<file path="src/rtl/bus_arbiter_pkg.sv">
// ---------------------------------------------------------------------------
// bus_arbiter_pkg
//    Shared definitions for the 68000 bus-mastership arbiter:
//    - state_e    : handover FSM state encoding (3-bit)
//    - HOLD_CNT_W : width of the ownership watchdog counter
//    - idx_width  : bits needed to index a requester vector of size n
// ---------------------------------------------------------------------------
package bus_arbiter_pkg;

   typedef enum logic [2:0] {
      ST_IDLE     = 3'd0,
      ST_REQUEST  = 3'd1,
      ST_WAIT_BUS = 3'd2,
      ST_OWN      = 3'd3,
      ST_RELEASE  = 3'd4
   } state_e;

   localparam int HOLD_CNT_W = 8;

   // A single requester still needs a 1-bit index so ports never collapse
   // to zero width.
   function automatic int idx_width(input int n);
      return (n > 1) ? $clog2(n) : 1;
   endfunction

endpackage

</file>
<file path="src/rtl/bus_arbiter_rr_pick.sv">
// ---------------------------------------------------------------------------
// bus_arbiter_rr_pick
//    Combinational round-robin picker. Searches the request vector upward
//    starting one above the pointer, wrapping modulo NREQ, and returns the
//    first set position.
//
//    Ports:
//       req   in   NREQ    request vector
//       ptr   in   IDX_W   last-served requester
//       idx   out  IDX_W   winning requester (valid only when valid=1)
//       valid out  1       at least one request is set
// ---------------------------------------------------------------------------
module bus_arbiter_rr_pick
   import bus_arbiter_pkg::*;
#(
   parameter int NREQ  = 2,
   parameter int IDX_W = idx_width(NREQ)
) (
   input  logic [NREQ-1:0]  req,
   input  logic [IDX_W-1:0] ptr,
   output logic [IDX_W-1:0] idx,
   output logic             valid
);

   always_comb begin
      logic [IDX_W-1:0] cand;
      idx   = '0;
      valid = 1'b0;
      cand  = '0;
      // Offsets 1..NREQ visit every requester once; the pointer itself is
      // checked last so the previous owner has lowest priority.
      for (int i = 1; i <= NREQ; i++) begin
         cand = IDX_W'((int'(ptr) + i) % NREQ);
         if (!valid && req[cand]) begin
            valid = 1'b1;
            idx   = cand;
         end
      end
   end

endmodule

</file>
<file path="src/rtl/bus_arbiter.sv">
// ---------------------------------------------------------------------------
// bus_arbiter
//    Runs the 68000 BR/BG/BGACK handover on behalf of NREQ on-board
//    alternate masters. One requester owns the bus at a time, chosen
//    round-robin; a watchdog forces release after HOLD_MAX owned cycles.
//    All outputs are registered and active-high; the top level inverts them
//    for the board pins.
//
//    Ports:
//       CPUCLK_IN   in   1     CPU clock, rising edge
//       RESET_n_IN  in   1     asynchronous active-low reset
//       REQ_IN      in   NREQ  level requests, active-high
//       BG_IN       in   1     CPU bus grant
//       AS_IN       in   1     address strobe
//       DTACK_IN    in   1     DTACK as seen on the bus
//       BGACK_IN    in   1     BGACK from any other master
//       BR          out  1     bus request to the CPU
//       BGACK       out  1     bus grant acknowledge from this block
//       GNT         out  NREQ  one-hot grant to the owning requester
//       TIMEOUT     out  1     one-cycle pulse on watchdog release
// ---------------------------------------------------------------------------
module bus_arbiter
   import bus_arbiter_pkg::*;
#(
   parameter int NREQ     = 2,
   parameter int HOLD_MAX = 255
) (
   input  logic            CPUCLK_IN,
   input  logic            RESET_n_IN,
   input  logic [NREQ-1:0] REQ_IN,
   input  logic            BG_IN,
   input  logic            AS_IN,
   input  logic            DTACK_IN,
   input  logic            BGACK_IN,
   output logic            BR,
   output logic            BGACK,
   output logic [NREQ-1:0] GNT,
   output logic            TIMEOUT
);

   localparam int IDX_W = idx_width(NREQ);
   localparam logic [HOLD_CNT_W-1:0] HOLD_LAST = HOLD_CNT_W'(HOLD_MAX - 1);

   state_e                state_q,    state_d;
   logic [IDX_W-1:0]      winner_q,   winner_d;
   logic [IDX_W-1:0]      rr_ptr_q,   rr_ptr_d;
   logic [HOLD_CNT_W-1:0] hold_cnt_q, hold_cnt_d;
   logic                  br_q,       br_d;
   logic                  bgack_q,    bgack_d;
   logic [NREQ-1:0]       gnt_q,      gnt_d;
   logic                  timeout_q,  timeout_d;

   logic [IDX_W-1:0]      pick_idx;
   logic                  pick_valid;
   logic                  req_win;
   logic                  bus_free;

   bus_arbiter_rr_pick #(
      .NREQ  (NREQ),
      .IDX_W (IDX_W)
   ) u_rr_pick (
      .req   (REQ_IN),
      .ptr   (rr_ptr_q),
      .idx   (pick_idx),
      .valid (pick_valid)
   );

   assign req_win  = REQ_IN[winner_q];
   // The previous master has finished its cycle only when nobody is
   // strobing, no DTACK is still on the bus and no other master holds BGACK.
   assign bus_free = !AS_IN && !DTACK_IN && !BGACK_IN;

   always_comb begin
      state_d    = state_q;
      winner_d   = winner_q;
      rr_ptr_d   = rr_ptr_q;
      hold_cnt_d = hold_cnt_q;
      timeout_d  = 1'b0;

      case (state_q)
         ST_IDLE: begin
            if (pick_valid) begin
               winner_d = pick_idx;
               state_d  = ST_REQUEST;
            end
         end
         ST_REQUEST: begin
            if (!req_win) begin
               state_d = ST_IDLE;
            end else if (BG_IN) begin
               state_d = ST_WAIT_BUS;
            end
         end
         ST_WAIT_BUS: begin
            // Once BG has been seen the handover is committed; a dropped
            // request is handled by releasing straight out of OWN.
            if (bus_free) begin
               state_d = ST_OWN;
            end
         end
         ST_OWN: begin
            hold_cnt_d = hold_cnt_q + 1'b1;
            if (!req_win) begin
               state_d = ST_RELEASE;
            end else if (hold_cnt_q == HOLD_LAST) begin
               state_d   = ST_RELEASE;
               timeout_d = 1'b1;
            end
         end
         ST_RELEASE: begin
            rr_ptr_d   = winner_q;
            hold_cnt_d = '0;
            state_d    = ST_IDLE;
         end
         default: begin
            state_d = ST_IDLE;
         end
      endcase
   end

   // Outputs are decoded from the next state so they are registered yet
   // line up with the state they belong to.
   always_comb begin
      br_d    = (state_d == ST_REQUEST) || (state_d == ST_WAIT_BUS);
      bgack_d = (state_d == ST_OWN);
   end

   generate
      for (genvar gi = 0; gi < NREQ; gi++) begin : g_gnt
         assign gnt_d[gi] = (state_d == ST_OWN) && (winner_d == IDX_W'(gi));
      end
   endgenerate

   always_ff @(posedge CPUCLK_IN or negedge RESET_n_IN) begin
      if (!RESET_n_IN) begin
         state_q    <= ST_IDLE;
         winner_q   <= '0;
         rr_ptr_q   <= '0;
         hold_cnt_q <= '0;
         br_q       <= 1'b0;
         bgack_q    <= 1'b0;
         gnt_q      <= '0;
         timeout_q  <= 1'b0;
      end else begin
         state_q    <= state_d;
         winner_q   <= winner_d;
         rr_ptr_q   <= rr_ptr_d;
         hold_cnt_q <= hold_cnt_d;
         br_q       <= br_d;
         bgack_q    <= bgack_d;
         gnt_q      <= gnt_d;
         timeout_q  <= timeout_d;
      end
   end

   assign BR      = br_q;
   assign BGACK   = bgack_q;
   assign GNT     = gnt_q;
   assign TIMEOUT = timeout_q;

endmodule

</file>
<file path="config.mk">
export PLATFORM = sky130hd
export DESIGN_NAME = bus_arbiter
export DESIGN_NICKNAME = d
export VERILOG_FILES = /design/src/rtl/bus_arbiter_pkg.sv /design/src/rtl/bus_arbiter_rr_pick.sv /design/src/rtl/bus_arbiter.sv
export SDC_FILE = /design/constraint.sdc
export NUM_CORES = 1
export LEC_CHECK = 0
export CORE_UTILIZATION = 46
export DETAILED_ROUTE_END_ITERATION = 6
export PLACE_DENSITY = 0.8
export SLEW_MARGIN = 10
export SYNTH_ARGS = -nofsm -noshare
export SYNTH_HDL_FRONTEND = slang
export SYNTH_SLANG_ARGS = --single-unit
</file>
<file path="constraint.sdc">
create_clock -name CPUCLK_IN -period 1.4 [get_ports CPUCLK_IN]
set_input_delay 0.21 -clock CPUCLK_IN [delete_from_list [all_inputs] [get_ports CPUCLK_IN]]
set_output_delay 0.21 -clock CPUCLK_IN [all_outputs]
set_load 0.05 [all_outputs]
</file>
==> run metrics <==
Util after Layout=69.7%; Die H=47.0 um; die area=2210 um^2; Synth Instances=87; routed vias=710; initial antenna violation count=0; aggregate global-route resource usage=19.1%; Setup Crit Path Kind=flip-flop to flip-flop; Detailed Route WL=1900 um; total CTS buffers=3; synth unique cells=31; boundary pin count=13; crit path cell chain=mux2i_2 -> and2b_2 -> a211o_2; Leak=0.557 nW; Yosys reg bits=18; initial core utilization=51.7%; first-pass GRT wire length=2860 um; max-cap violations=0; cell area after synthesis=931 um^2; Slew headroom=75.0%; WP data required=1.59 ns; most frequent cells in the layout=dfrtp_1 (14), buf_4 (11), nor2_1 (10); Fin. Hold Viols=0; status=finished with violations; clk slew on worst S/H paths=0.10 ns; total grt overflow=0; Final period util=100%; Post-route DRC=0; failing checks=negative setup slack; fillers=147; Syn Nets=97; final slew viol count=0; sequential-to-total area share from yosys stat=48.4%; HP Class=input port to asynchronous set/reset pin; final setup fails=1; placed cell count=132; skew final=0.00875 ns; Setup crit start kind=flip-flop; Max IR drop VDD=0.00101 V; fmax=713 MHz; Worst Setup End Kind=flip-flop; Detail Placement HPWL=1350 um; min cycle time layout=1.40 ns; TritonCTS clock tree=built; area grow syn2layout=34.8%; Nets=123; area of the core=1800 um^2; layout cells sized above 1=35.1%; Slew @ Worst Pin=0.373 ns; Buf+Inv Stages, Crit Path=0; H-tree levels=1; drt first pass iters=4; CP max stage cell=dfrtp_2; via-per-instance ratio=5.22; CTS Sinks=18; power per cell area=1730 nW/um^2; CTS root buf=clkbuf_4; Post-Layout Cell Count=136; crit path max fanout=5; Rows=15; Wirelength per Cell=14.0 um; Avg Cell Area, Syn=10.7 um^2; CP max stage delay=0.43 ns; Worst EP arrival=1.60 ns; Hold Buf Count CTS=0; initial drt markers=15; largest net degree at the start of global routing=19; remaining antenna violation count=0; commonest non-fill, non-tap cell in the layout=dfrtp_1; GPL Wtd Cong=0.776; # port buffers=12; Worst-Skew Late Latency=0.30 ns; CTS Buffer Depth=2; vias in the first global route=668; Diodes inserted=0; Die W=47.0 um; RSZ-0062 raised after global routing=true; final worst slack=-0.00294 ns; area of the multi-input gates=482 um^2; Synth Warn #=0; FF/Latch Area=455 um^2; crit-path leading delay family=flip-flops
kinds of logic after synthesis:
family / count (synthesis) / share of synthesized area (%)
buffers and inverters: 5 / 3.63
muxes: 3 / 3.36
adders and majority gates: 2 / 2.69
DFF: 18 / 48.4
AOI/OAI and AO/OA: 15 / 9.95
and+or+nand+nor: 39 / 27.3
xor gates and xnor gates: 5 / 4.70
registers in the layout (all words and copies together) (netlist names):
register    count
BGACK           1
BR              1
GNT             2
TIMEOUT         1
hold_cnt_q      8
rr_ptr_q        1
state_q         3
winner_q        1
cells in the mapped netlist, drive strengths merged:
cell	n	share of area [%]
o21ai	5	2.7
mux2i	2	2.2
dfrtp	18	48
inv	3	1.2
nand4	1	0.67
xnor2	4	3.8
nand2	6	2.4
nand2b	2	1.3
nor2	11	4.4
buf	2	2.4
a31oi	3	2.7
or2	2	1.6
and2b	1	0.94
a211o	1	1.1
nor3	5	3.8
nor4	1	2.3
nand4b	1	2.6
and3	1	0.67
xor2	1	0.94
nor3b	1	2.0
a21oi	5	2.7
o21a	1	0.81
mux2	1	1.2
nand3	2	1.1
ha	2	2.7
nor2b	3	2.0
nand3b	1	0.81
or3	1	0.67
final timing paths:
path / from / endpoint / slack (ns) / cells past startpoint
worst max register to register: winner_q$_DFF_PN0_ / state_q[0]$_DFF_PN0_ / -0.003 / 3
worst max-delay path: winner_q$_DFF_PN0_ / state_q[0]$_DFF_PN0_ / -0.003 / 3
worst min register to register: rr_ptr_q$_DFFE_PN0N_ / rr_ptr_q$_DFFE_PN0N_ / 0.53 / 1
worst min-delay path: RESET_n_IN / BGACK$_DFF_PN0_ / 0.22 / 2
min in group CPUCLK_IN: rr_ptr_q$_DFFE_PN0N_ / rr_ptr_q$_DFFE_PN0N_ / 0.53 / 1
max in group asynchronous: RESET_n_IN / state_q[0]$_DFF_PN0_ / 0.98 / 2
metal layers:
metal | wire length [um] | track usage, %
met4 | 37 | 10.3
met2 | 888 | 29.2
met5 | 0 | 0
met1 | 915 | 25.2
met3 | 57 | 4.23
metrics by stage:
stage	setup TNS [ns]	worst slack [ns]	area (um^2)	total power, mW	hold slack (ns)
2_1_floorplan	0	0.0575	931	1.46	-0.0856
3_3_place_gp	-0.299	-0.0753	1180	1.79	0.481
3_5_place_dp	-0.686	-0.153	1180	1.84	0.525
4_1_cts	0	0.000479	1220	2.11	0.234
5_1_grt	-0.0600	-0.0541	1250	2.29	0.262
6_report	-0.00294	-0.00294	1250	2.17	0.218
timing repair:
item	4_1_cts	5_1_grt
resized for setup	2	10
pin swaps	0	4
setup buffers	0	1
endpoints found under the setup margin	4	7
where the power goes:
group	switching [mW]	total [mW]	internal (mW)	leakage, nW
clock network	0.162	0.263	0.100	0.0138
logic	0.494	1.01	0.513	0.312
registers	0.224	0.905	0.682	0.231
final cells by class:
class | count | area share [%]
flip-flops and latches | 18 | 36.3
clock buffers | 3 | 1.79
multi-input cells | 64 | 38.4
well taps | 25 | 2.49
inverters | 3 | 0.897
repair buffers | 23 | 20.1
(Power assumes the default switching activity.)
